## config.mk

```make
export PLATFORM = sky130hd
export DESIGN_NAME = fifo_param_flat
export DESIGN_NICKNAME = d
export VERILOG_FILES = /design/src/rtl/fifo_pkg.sv /design/src/rtl/fifo_param_if.sv /design/src/rtl/fifo_ram.sv /design/src/rtl/fifo_param.sv /design/src/flat_wrapper.sv
export SDC_FILE = /design/constraint.sdc
export NUM_CORES = 1
export LEC_CHECK = 0
export CAP_MARGIN = 15
export CORE_MARGIN = 5
export CORE_UTILIZATION = 45
export CTS_BUF_LIST = sky130_fd_sc_hd__clkbuf_4 sky130_fd_sc_hd__clkbuf_8
export DETAILED_ROUTE_END_ITERATION = 16
export GPL_ROUTABILITY_DRIVEN = 0
export GPL_TIMING_DRIVEN = 0
export MAX_ROUTING_LAYER = met4
export PLACE_DENSITY = 0.72
export REMOVE_ABC_BUFFERS = 1
export SLEW_MARGIN = 20
export SYNTH_ARGS = -nofsm -noshare
export SYNTH_HDL_FRONTEND = slang
export SYNTH_HIERARCHICAL = 1
export SYNTH_SLANG_ARGS = --single-unit
```

## constraint.sdc

```tcl
create_clock -name clk -period 3.9 [get_ports clk]
set_input_delay 0.585 -clock clk [delete_from_list [all_inputs] [get_ports clk]]
set_output_delay 0.585 -clock clk [all_outputs]
set_load 0.02 [all_outputs]
```

## src/rtl/fifo_pkg.sv

```systemverilog
// Shared definitions for the fifo family: status FSM state encodings.
package fifo_pkg;

  typedef enum logic [2:0] {
    INIT     = 3'b000,
    NO_OP    = 3'b001,
    WRITE    = 3'b010,
    WR_ERROR = 3'b011,
    READ     = 3'b100,
    RD_ERROR = 3'b101,
    RDWR     = 3'b110
  } state_e;

  function automatic int cnt_width(input int depth);
    return $clog2(depth) + 1;
  endfunction

endpackage

```

## src/rtl/fifo_param_if.sv

```systemverilog
// Producer/consumer-side bundle of the parametrised FIFO: requests, data, status.
interface fifo_param_if #(
  parameter int DATA_WIDTH = 32,
  parameter int DEPTH      = 8
);
  import fifo_pkg::*;

  localparam int CNT_W = cnt_width(DEPTH);

  logic                  op_clear;
  logic                  wr_en;
  logic                  rd_en;
  logic [DATA_WIDTH-1:0] din;
  logic [DATA_WIDTH-1:0] dout;
  logic [CNT_W-1:0]      data_count;
  logic                  full;
  logic                  empty;
  logic                  almost_full;
  logic                  almost_empty;
  logic                  wr_ack;
  logic                  wr_err;
  logic                  rd_ack;
  logic                  rd_err;

  modport master (
    output op_clear, wr_en, rd_en, din,
    input  dout, data_count, full, empty, almost_full, almost_empty,
           wr_ack, wr_err, rd_ack, rd_err
  );

  modport slave (
    input  op_clear, wr_en, rd_en, din,
    output dout, data_count, full, empty, almost_full, almost_empty,
           wr_ack, wr_err, rd_ack, rd_err
  );

endinterface

```

## src/rtl/fifo_ram.sv

```systemverilog
// DEPTH x DATA_WIDTH register file: synchronous write, asynchronous read, no reset.
module fifo_ram #(
  parameter int DATA_WIDTH = 32,
  parameter int DEPTH      = 8,
  parameter int PTR_W      = $clog2(DEPTH)
) (
  input  logic                  clk,
  input  logic                  we,
  input  logic [PTR_W-1:0]      waddr,
  input  logic [DATA_WIDTH-1:0] wdata,
  input  logic [PTR_W-1:0]      raddr,
  output logic [DATA_WIDTH-1:0] rdata
);

  logic [DATA_WIDTH-1:0] mem [DEPTH];

  always_ff @(posedge clk) begin
    if (we) begin
      mem[waddr] <= wdata;
    end
  end

  assign rdata = mem[raddr];

endmodule

```

## src/rtl/fifo_param.sv

```systemverilog
// Parametrised synchronous FIFO: storage, pointers, occupancy and a Moore status FSM.
//
// state    | meaning
// INIT     | cleared: pointers, count and dout zeroed
// NO_OP    | idle cycle, nothing changed
// WRITE    | entry stored at tail, count+1
// WR_ERROR | write refused, FIFO was full
// READ     | oldest entry loaded to dout, count-1
// RD_ERROR | read refused, FIFO was empty
// RDWR     | read and write together, count unchanged
module fifo_param
  import fifo_pkg::*;
#(
  parameter int DATA_WIDTH = 32,
  parameter int DEPTH      = 8,
  parameter int AF_LEVEL   = DEPTH - 1,
  parameter int AE_LEVEL   = 1
) (
  input  logic         clk,
  input  logic         reset,
  fifo_param_if.slave  bus
);

  localparam int PTR_W = $clog2(DEPTH);
  localparam int CNT_W = PTR_W + 1;

  localparam logic [CNT_W-1:0] DEPTH_CNT = CNT_W'(DEPTH);
  localparam logic [CNT_W-1:0] AF_CNT    = CNT_W'(AF_LEVEL);
  localparam logic [CNT_W-1:0] AE_CNT    = CNT_W'(AE_LEVEL);

  state_e                state_q, state_d;
  logic [PTR_W-1:0]      head_q, head_d;
  logic [PTR_W-1:0]      tail_q, tail_d;
  logic [CNT_W-1:0]      count_q, count_d;
  logic [DATA_WIDTH-1:0] dout_q, dout_d;

  logic                  ram_we;
  logic [DATA_WIDTH-1:0] ram_rdata;
  logic                  full_w;
  logic                  empty_w;

  assign full_w  = (count_q == DEPTH_CNT);
  assign empty_w = (count_q == '0);

  fifo_ram #(
    .DATA_WIDTH (DATA_WIDTH),
    .DEPTH      (DEPTH),
    .PTR_W      (PTR_W)
  ) u_ram (
    .clk   (clk),
    .we    (ram_we),
    .waddr (tail_q),
    .wdata (bus.din),
    .raddr (head_q),
    .rdata (ram_rdata)
  );

  // Next state is a pure function of the requests and occupancy, never of state_q.
  always_comb begin
    state_d = NO_OP;
    if (bus.op_clear) begin
      state_d = INIT;
    end else if (bus.wr_en && bus.rd_en) begin
      state_d = empty_w ? WRITE : RDWR;
    end else if (bus.wr_en) begin
      state_d = full_w ? WR_ERROR : WRITE;
    end else if (bus.rd_en) begin
      state_d = empty_w ? RD_ERROR : READ;
    end
  end

  always_ff @(posedge clk or posedge reset) begin
    if (reset) begin
      state_q <= INIT;
    end else begin
      state_q <= state_d;
    end
  end

  // Side effects belong to the state being entered, so they key off state_d.
  always_comb begin
    head_d  = head_q;
    tail_d  = tail_q;
    count_d = count_q;
    dout_d  = dout_q;
    ram_we  = 1'b0;
    unique case (state_d)
      INIT: begin
        head_d  = '0;
        tail_d  = '0;
        count_d = '0;
        dout_d  = '0;
      end
      WRITE: begin
        ram_we  = 1'b1;
        tail_d  = tail_q + PTR_W'(1);
        count_d = count_q + CNT_W'(1);
      end
      READ: begin
        dout_d  = ram_rdata;
        head_d  = head_q + PTR_W'(1);
        count_d = count_q - CNT_W'(1);
      end
      RDWR: begin
        // Async read sees the entry before this edge's write, even when head==tail.
        ram_we  = 1'b1;
        dout_d  = ram_rdata;
        head_d  = head_q + PTR_W'(1);
        tail_d  = tail_q + PTR_W'(1);
      end
      default: begin
      end
    endcase
  end

  always_ff @(posedge clk or posedge reset) begin
    if (reset) begin
      head_q  <= '0;
      tail_q  <= '0;
      count_q <= '0;
      dout_q  <= '0;
    end else begin
      head_q  <= head_d;
      tail_q  <= tail_d;
      count_q <= count_d;
      dout_q  <= dout_d;
    end
  end

  assign bus.dout         = dout_q;
  assign bus.data_count   = count_q;
  assign bus.full         = full_w;
  assign bus.empty        = empty_w;
  assign bus.almost_full  = (count_q >= AF_CNT);
  assign bus.almost_empty = (count_q <= AE_CNT);
  assign bus.wr_ack       = (state_q == WRITE) || (state_q == RDWR);
  assign bus.rd_ack       = (state_q == READ)  || (state_q == RDWR);
  assign bus.wr_err       = (state_q == WR_ERROR);
  assign bus.rd_err       = (state_q == RD_ERROR);

endmodule

```

## src/flat_wrapper.sv

```systemverilog
// flat-port wrapper written by rule: the top's interface ports become plain ports
module fifo_param_flat import fifo_pkg::*;
#(
  parameter int DATA_WIDTH = 32,
  parameter int DEPTH      = 8,
  parameter int AF_LEVEL   = DEPTH - 1,
  parameter int AE_LEVEL   = 1
)
  (clk, reset, bus_op_clear, bus_wr_en, bus_rd_en, bus_din, bus_dout, bus_data_count, bus_full, bus_empty, bus_almost_full, bus_almost_empty, bus_wr_ack, bus_wr_err, bus_rd_ack, bus_rd_err);
  fifo_param_if #(.DATA_WIDTH(DATA_WIDTH), .DEPTH(DEPTH)) bus_i ();
  input  logic clk;
  input  logic reset;
  input wire logic [$bits(bus_i.op_clear)-1:0] bus_op_clear;
  input wire logic [$bits(bus_i.wr_en)-1:0] bus_wr_en;
  input wire logic [$bits(bus_i.rd_en)-1:0] bus_rd_en;
  input wire logic [$bits(bus_i.din)-1:0] bus_din;
  output wire logic [$bits(bus_i.dout)-1:0] bus_dout;
  output wire logic [$bits(bus_i.data_count)-1:0] bus_data_count;
  output wire logic [$bits(bus_i.full)-1:0] bus_full;
  output wire logic [$bits(bus_i.empty)-1:0] bus_empty;
  output wire logic [$bits(bus_i.almost_full)-1:0] bus_almost_full;
  output wire logic [$bits(bus_i.almost_empty)-1:0] bus_almost_empty;
  output wire logic [$bits(bus_i.wr_ack)-1:0] bus_wr_ack;
  output wire logic [$bits(bus_i.wr_err)-1:0] bus_wr_err;
  output wire logic [$bits(bus_i.rd_ack)-1:0] bus_rd_ack;
  output wire logic [$bits(bus_i.rd_err)-1:0] bus_rd_err;
  assign bus_i.op_clear = bus_op_clear;
  assign bus_i.wr_en = bus_wr_en;
  assign bus_i.rd_en = bus_rd_en;
  assign bus_i.din = bus_din;
  assign bus_dout = bus_i.dout;
  assign bus_data_count = bus_i.data_count;
  assign bus_full = bus_i.full;
  assign bus_empty = bus_i.empty;
  assign bus_almost_full = bus_i.almost_full;
  assign bus_almost_empty = bus_i.almost_empty;
  assign bus_wr_ack = bus_i.wr_ack;
  assign bus_wr_err = bus_i.wr_err;
  assign bus_rd_ack = bus_i.rd_ack;
  assign bus_rd_err = bus_i.rd_err;
  fifo_param #(.DATA_WIDTH(DATA_WIDTH), .DEPTH(DEPTH), .AF_LEVEL(AF_LEVEL), .AE_LEVEL(AE_LEVEL)) u_core (.clk(clk), .reset(reset), .bus(bus_i));
endmodule
```

* After elaboration in Yosys (flattened, before gate mapping)
Memory sizes are Yosys's and may differ from the RTL's.
Index checks and enable logic that the tools add are counted.
** Word-level totals
- Bits in registers :: 45
- RAM bits :: 256
- Output and inout bits :: 44
- Logic and storage cells :: 45
- Memories kept :: 1
** Operators by class
- Add/subtract/negate cells :: 4
- Order comparisons :: 2
- Equal/unequal tests :: 9
- Muxes and demuxes :: 14
- Reductions and logical operators :: 10
** Memories
- u_core.u_ram.mem :: depth 8, bits a word 32, read ports 1, clocked after memory_dff 0, write ports 1, RTL line fifo_ram.sv:15 : logic [DATA_WIDTH-1:0] mem [DEPTH];
** Operators by type and width (number)
- one-hot mux 32 bit (2 select lines) :: 1
- == test 3 bit, second input constant :: 5
- 2-to-1 mux 3 bit :: 5
- one-hot mux 3 bit (2 select lines) :: 2
- one-hot mux 4 bit (3 select lines) :: 1
- == test 3 x 2 -> 1 bit, second input constant :: 3
- adder 3 x 1 -> 3 bit, second input constant :: 2
- 2-to-1 mux 1 bit :: 5
- adder 4 x 1 -> 4 bit, second input constant :: 1
- == test 4 bit, second input constant :: 1
- greater-or-equal comparator 4 x 3 -> 1 bit, second input constant :: 1
- less-or-equal comparator 4 x 1 -> 1 bit, second input constant :: 1
- logical NOT 4 bit :: 1
- nonzero test 2 bit :: 2
- OR reduction 2 bit :: 2
- subtractor 4 x 1 -> 4 bit, second input constant :: 1
- logical NOT 3 bit :: 1
- nonzero test 3 bit :: 1
- logical OR 1 bit :: 2
- logical AND 1 bit :: 1

* Depth between registers and ports, before layout
- Depth after elaboration :: 11
- Gate-level depth with buffers :: 7
- Gate-level depth less buffers :: 7

* Cells and area by module
The synthesis kept the hierarchy.
** Modules (own cells, without submodules)
- fifo_ram :: instances 1, cells an instance 383, area an instance 9825.7 um^2, sequential area each 7687.4 um^2
- fifo_param :: instances 1, cells an instance 151, area an instance 1919.3 um^2, sequential area each 1126.1 um^2

* Worst setup path before layout
Ideal clock, no wire load.
- Kind :: reg-to-reg
- Start point :: register u_core.count_q[0] (netlist: u_core/bus.data_count[0])
- End point :: memory u_core.u_ram.mem[0][0] (enable)
- Library setup time :: 0.461 ns
- Data arrival time :: 3.548 ns
- Setup slack :: -0.109 ns
- Cell stages (with the launch flop) :: 8
- Buffers on the path :: 0
- Clock period less this slack :: 4.009 ns
- Cell sequence :: dfrtp_1 > inv_1 > ha_1 > nand3b_1 > nor2_1 > nor2_1 > nand2b_1 > nor3_1
** Between the ends
- Word-level cells in the longest chain between the ends :: 11
** RTL lines
- start, declared :: RTL line fifo_param.sv:34 : logic [CNT_W-1:0] count_q, count_d;
- start signal, assigned :: RTL line fifo_param.sv:125 : count_q <= count_d;
- logical NOT 4 bit :: RTL line fifo_param.sv:43 : assign empty_w = (count_q == '0);
- 2-to-1 mux 1 bit :: RTL line fifo_param.sv:68 : state_d = empty_w ? RD_ERROR : READ;
- 2-to-1 mux 3 bit :: RTL line fifo_param.sv:67 : end else if (bus.rd_en) begin
- 2-to-1 mux 3 bit :: RTL line fifo_param.sv:65 : end else if (bus.wr_en) begin
- 2-to-1 mux 3 bit * :: RTL line fifo_param.sv:63 : end else if (bus.wr_en && bus.rd_en) begin
- 2-to-1 mux 3 bit * :: RTL line fifo_param.sv:61 : if (bus.op_clear) begin
- == test 3 x 2 -> 1 bit or == test 3 bit (tied branches) :: RTL line fifo_param.sv:87 : unique case (state_d)
- OR reduction 2 bit (no line) *
- 2-to-1 mux 1 bit * :: RTL line fifo_param.sv:87
- via u_core.ram_we :: RTL line fifo_param.sv:37 : logic ram_we;
- 2-to-1 mux 1 bit * :: RTL line fifo_ram.sv:18 : if (we) begin
- 2-to-1 mux 1 bit (not written as such) * :: RTL line fifo_ram.sv:19 : mem[waddr] <= wdata;
- end, declared :: RTL line fifo_ram.sv:15
The timed path passes the listed nets; every way through them passes the cells marked *.

* Worst setup path after layout
- Start point :: register u_core.count_q[0] (netlist: u_core/bus.data_count[0])
- End point :: output bus_empty
** Between the ends
- Word-level cells in the longest chain between the ends :: 1
** RTL lines
- logical NOT 4 bit :: RTL line fifo_param.sv:43
- end, declared :: RTL line flat_wrapper.sv:20 : output wire logic [$bits(bus_i.empty)-1:0] bus_empty;
No other way between the ends.

==> flow_summary.json <==
{
  "syn-mean-instance-area_sq_um": 22.0,
  "clock_skew_ns": 0.0109,
  "std_cell_rows": 59,
  "tritoncts.num_buffers": 47,
  "critPathLaunchType": "register",
  "slowest_delay_ns": 0.61,
  "grt_overflow_total": 0,
  "cp_num_cells": 5,
  "chipHeight_microns": 172,
  "ys_seq_area_frac": 0.750,
  "path_cells": "inv_1 > ha_1 > or3b_4 > clkinv_2 > clkdlybuf4s50_1",
  "worstSetupPathType": "reg -> out",
  "root_buffer": "clkbuf_8",
  "clock_path_buffers": 3,
  "design.core.area_sq_um": 25900,
  "slew_violations": 0,
  "end_kind": "output pin",
  "placedInstanceArea_sq_um": 13200,
  "fin_ws_ns": 0.750,
  "firstDrtPassIters": 4,
  "viasPerCell": 5.41,
  "fill_cells": 1886,
  "vias": 5576,
  "grt_usage": 0.170,
  "grt_pass1_vias": 6181,
  "syn_area_sq_um": 11700,
  "io_buffers": 80,
  "clock_latency_ns": 0.55,
  "vdd_drop_max_uv": 371,
  "crit_arrival_ns": 2.57,
  "dp_hpwl_microns": 14700,
  "critPathRequiredTime_ns": 3.31,
  "io_pins": 81,
  "power_density_nw_per_um2": 589,
  "timing.slew.headroom": 0.475,
  "antenna_found_initial": 0,
  "crit_slowest_cell": "clkdlybuf4s50_1",
  "yosys-top-cells-area": "edfxtp_1, dfrtp_1, mux4_1",
  "grt_max_degree": 46,
  "drcViolationCount": 0,
  "start_util": 0.453,
  "max_cap_violations": 0,
  "status": "finished clean",
  "cts_resized": 0,
  "ys_ff_latch": 301,
  "cts-hold-fix-buffers": 0,
  "p_leak_nw": 4.82,
  "yosysTopAreaCell": "edfxtp_1",
  "die-width_microns": 172,
  "htreeDepth": 2,
  "clkSinkCount": 301,
  "die_area_sq_um": 29400,
  "fin_area_sq_um": 14200,
  "drive_above_1_share": 0.258,
  "r2r_slack_ns": 1.09,
  "mostFrequentLayoutCell": "edfxtp_1",
  "yosysWarnings": 6,
  "layout_common_cells": "edfxtp_1, clkdlybuf4s50_1, clkbuf_8, dfrtp_1, mux4_1",
  "max_freq_mhz": 317,
  "setup_viol": 0,
  "syn_to_final_growth_pct": 20.6,
  "worstReg2RegStart": "u_core/bus.data_count[0]",
  "wl_microns": 23500,
  "crit_buf_inv": 3,
  "yosysUniqueCellTypes": 40,
  "wl_per_cell_microns": 22.8,
  "grt_first_pass_wirelength_microns": 36200,
  "post-place-ws_ns": 0.637,
  "fin_crit_sh": 0.808,
  "critPathTopFamily": "buffers and inverters",
  "clk_pin_slew_worst_paths_ns": 0.06,
  "nets": 700,
  "cp_max_fo": 8,
  "antenna_cells": 0,
  "hold_violations": 0,
  "synth_top_area_frac": 0.655,
  "postRouteAntennaNets": 0,
  "reg2reg_to": "u_core/u_ram/mem[5][19]",
  "cts_tree": "built",
  "syn_inst": 534,
  "first_iter_violations": 432,
  "rsz0062_at_grt": "no",
  "hp-class": "in -> async",
  "postCtsSetupRepairBufs": 0,
  "worst_slew_pin_slew_ns": 0.786,
  "finalCriticalPeriod_ns": 3.15,
  "r2r_cells": 8
}
[report_power, final]
group | internal (mW) | leakage, nW | total (mW) | switching, mW
clock | 1.44 | 0.501 | 2.59 | 1.16
sequential | 3.71 | 2.91 | 3.94 | 0.229
combinational | 1.01 | 1.41 | 1.82 | 0.806
total | 6.16 | 4.82 | 8.35 | 2.19
[Yosys cell counts (all sizes together)]
library cell	n
mux2	33
or3	2
or3b	1
nand2b	5
nor3	5
a21o	1
a31oi	2
clkinv	1
a221oi	2
or2b	1
xor2	4
dfrtp	45
nand3	2
clkbuf	4
nand3b	1
nor2	16
a21oi	2
mux2i	1
a22oi	2
inv	7
o211ai	1
mux4	64
and2	1
ha	5
buf	23
edfxtp	256
a22o	33
nand2	5
and3	1
o21ai	4
nor2b	3
a211oi	1
[layout make-up]
cell class	instances	area [sq um]	share of cell area
clock buffers	68	830	0.0585
well taps	335	419	0.0296
repair buffers	102	1190	0.0838
flip-flops and latches	301	8820	0.623
inverters	8	33.8	0.00238
clock inverters	18	110	0.00777
multi-input cells	198	2770	0.195
[worst max path at each step]
stage                                         from                       to  slack, ns
after floorplan           u_core/bus.data_count[0]   u_core/u_ram/mem[0][0]      -0.11
after global placement                bus_op_clear  u_core/u_ram/mem[0][19]      -3.06
after detailed placement              bus_op_clear  u_core/u_ram/mem[5][19]       0.64
after CTS                 u_core/bus.data_count[0]                bus_empty       0.72
after global routing      u_core/bus.data_count[0]                bus_empty       0.62
final                     u_core/bus.data_count[0]                bus_empty       0.75
[metrics by stage]
| stage | TNS [ns] | util | instances | power (mW) | hold WS [ns] |
|---|---|---|---|---|---|
| 6_report | 0 | 0.547 | 1030 | 8.35 | 0.498 |
| 5_1_grt | 0 | 0.547 | 1030 | 8.75 | 0.527 |
| 4_1_cts | 0 | 0.547 | 1030 | 8.44 | 0.504 |
| 3_5_place_dp | 0 | 0.511 | 944 | 5.85 | 0.485 |
| 3_3_place_gp | -444.26 | 0.493 | 922 | 5.72 | 0.482 |
| 2_1_floorplan | -6.94 | - | 507 | 5.09 | 0.517 |
[state kept, by name, summed over array words and instances, names as in the netlist]
signal / cells
u_core/bus.data_count: 4
u_core/bus.dout: 32
u_core/head_q: 3
u_core/state_q: 3
u_core/tail_q: 3
u_core/u_ram/mem: 256
[metal layers]
| metal | global-route usage | part of all wire | vias up |
|---|---|---|---|
| met4 | 0.0424 | 0.017 | 0 |
| li1 | - | - | 2494 |
| met3 | 0.0388 | 0.069 | 32 |
| met1 | 0.220 | 0.41 | 2873 |
| met5 | - | 0 | - |
| met2 | 0.278 | 0.50 | 177 |
[logic make-up after synthesis]
kind of cell               share of synthesized area
adders and majority gates                    0.00533
AOI/OAI and AO/OA                             0.0337
buffers and inverters                         0.0199
muxes                                          0.168
DFF                                            0.750
and+or+nand+nor                               0.0197
xor gates and xnor gates                     0.00298
[worst register-to-register path, delay by kind of cell (launching register included)]
kind / cells / cell delay (ns)
AND/OR/NAND/NOR: 5 / 1.40
flip-flops: 1 / 0.46
buffers and inverters: 2 / 0.37
adder cells (fa/ha/maj): 1 / 0.28
Power figures use the tool's default switching activity.
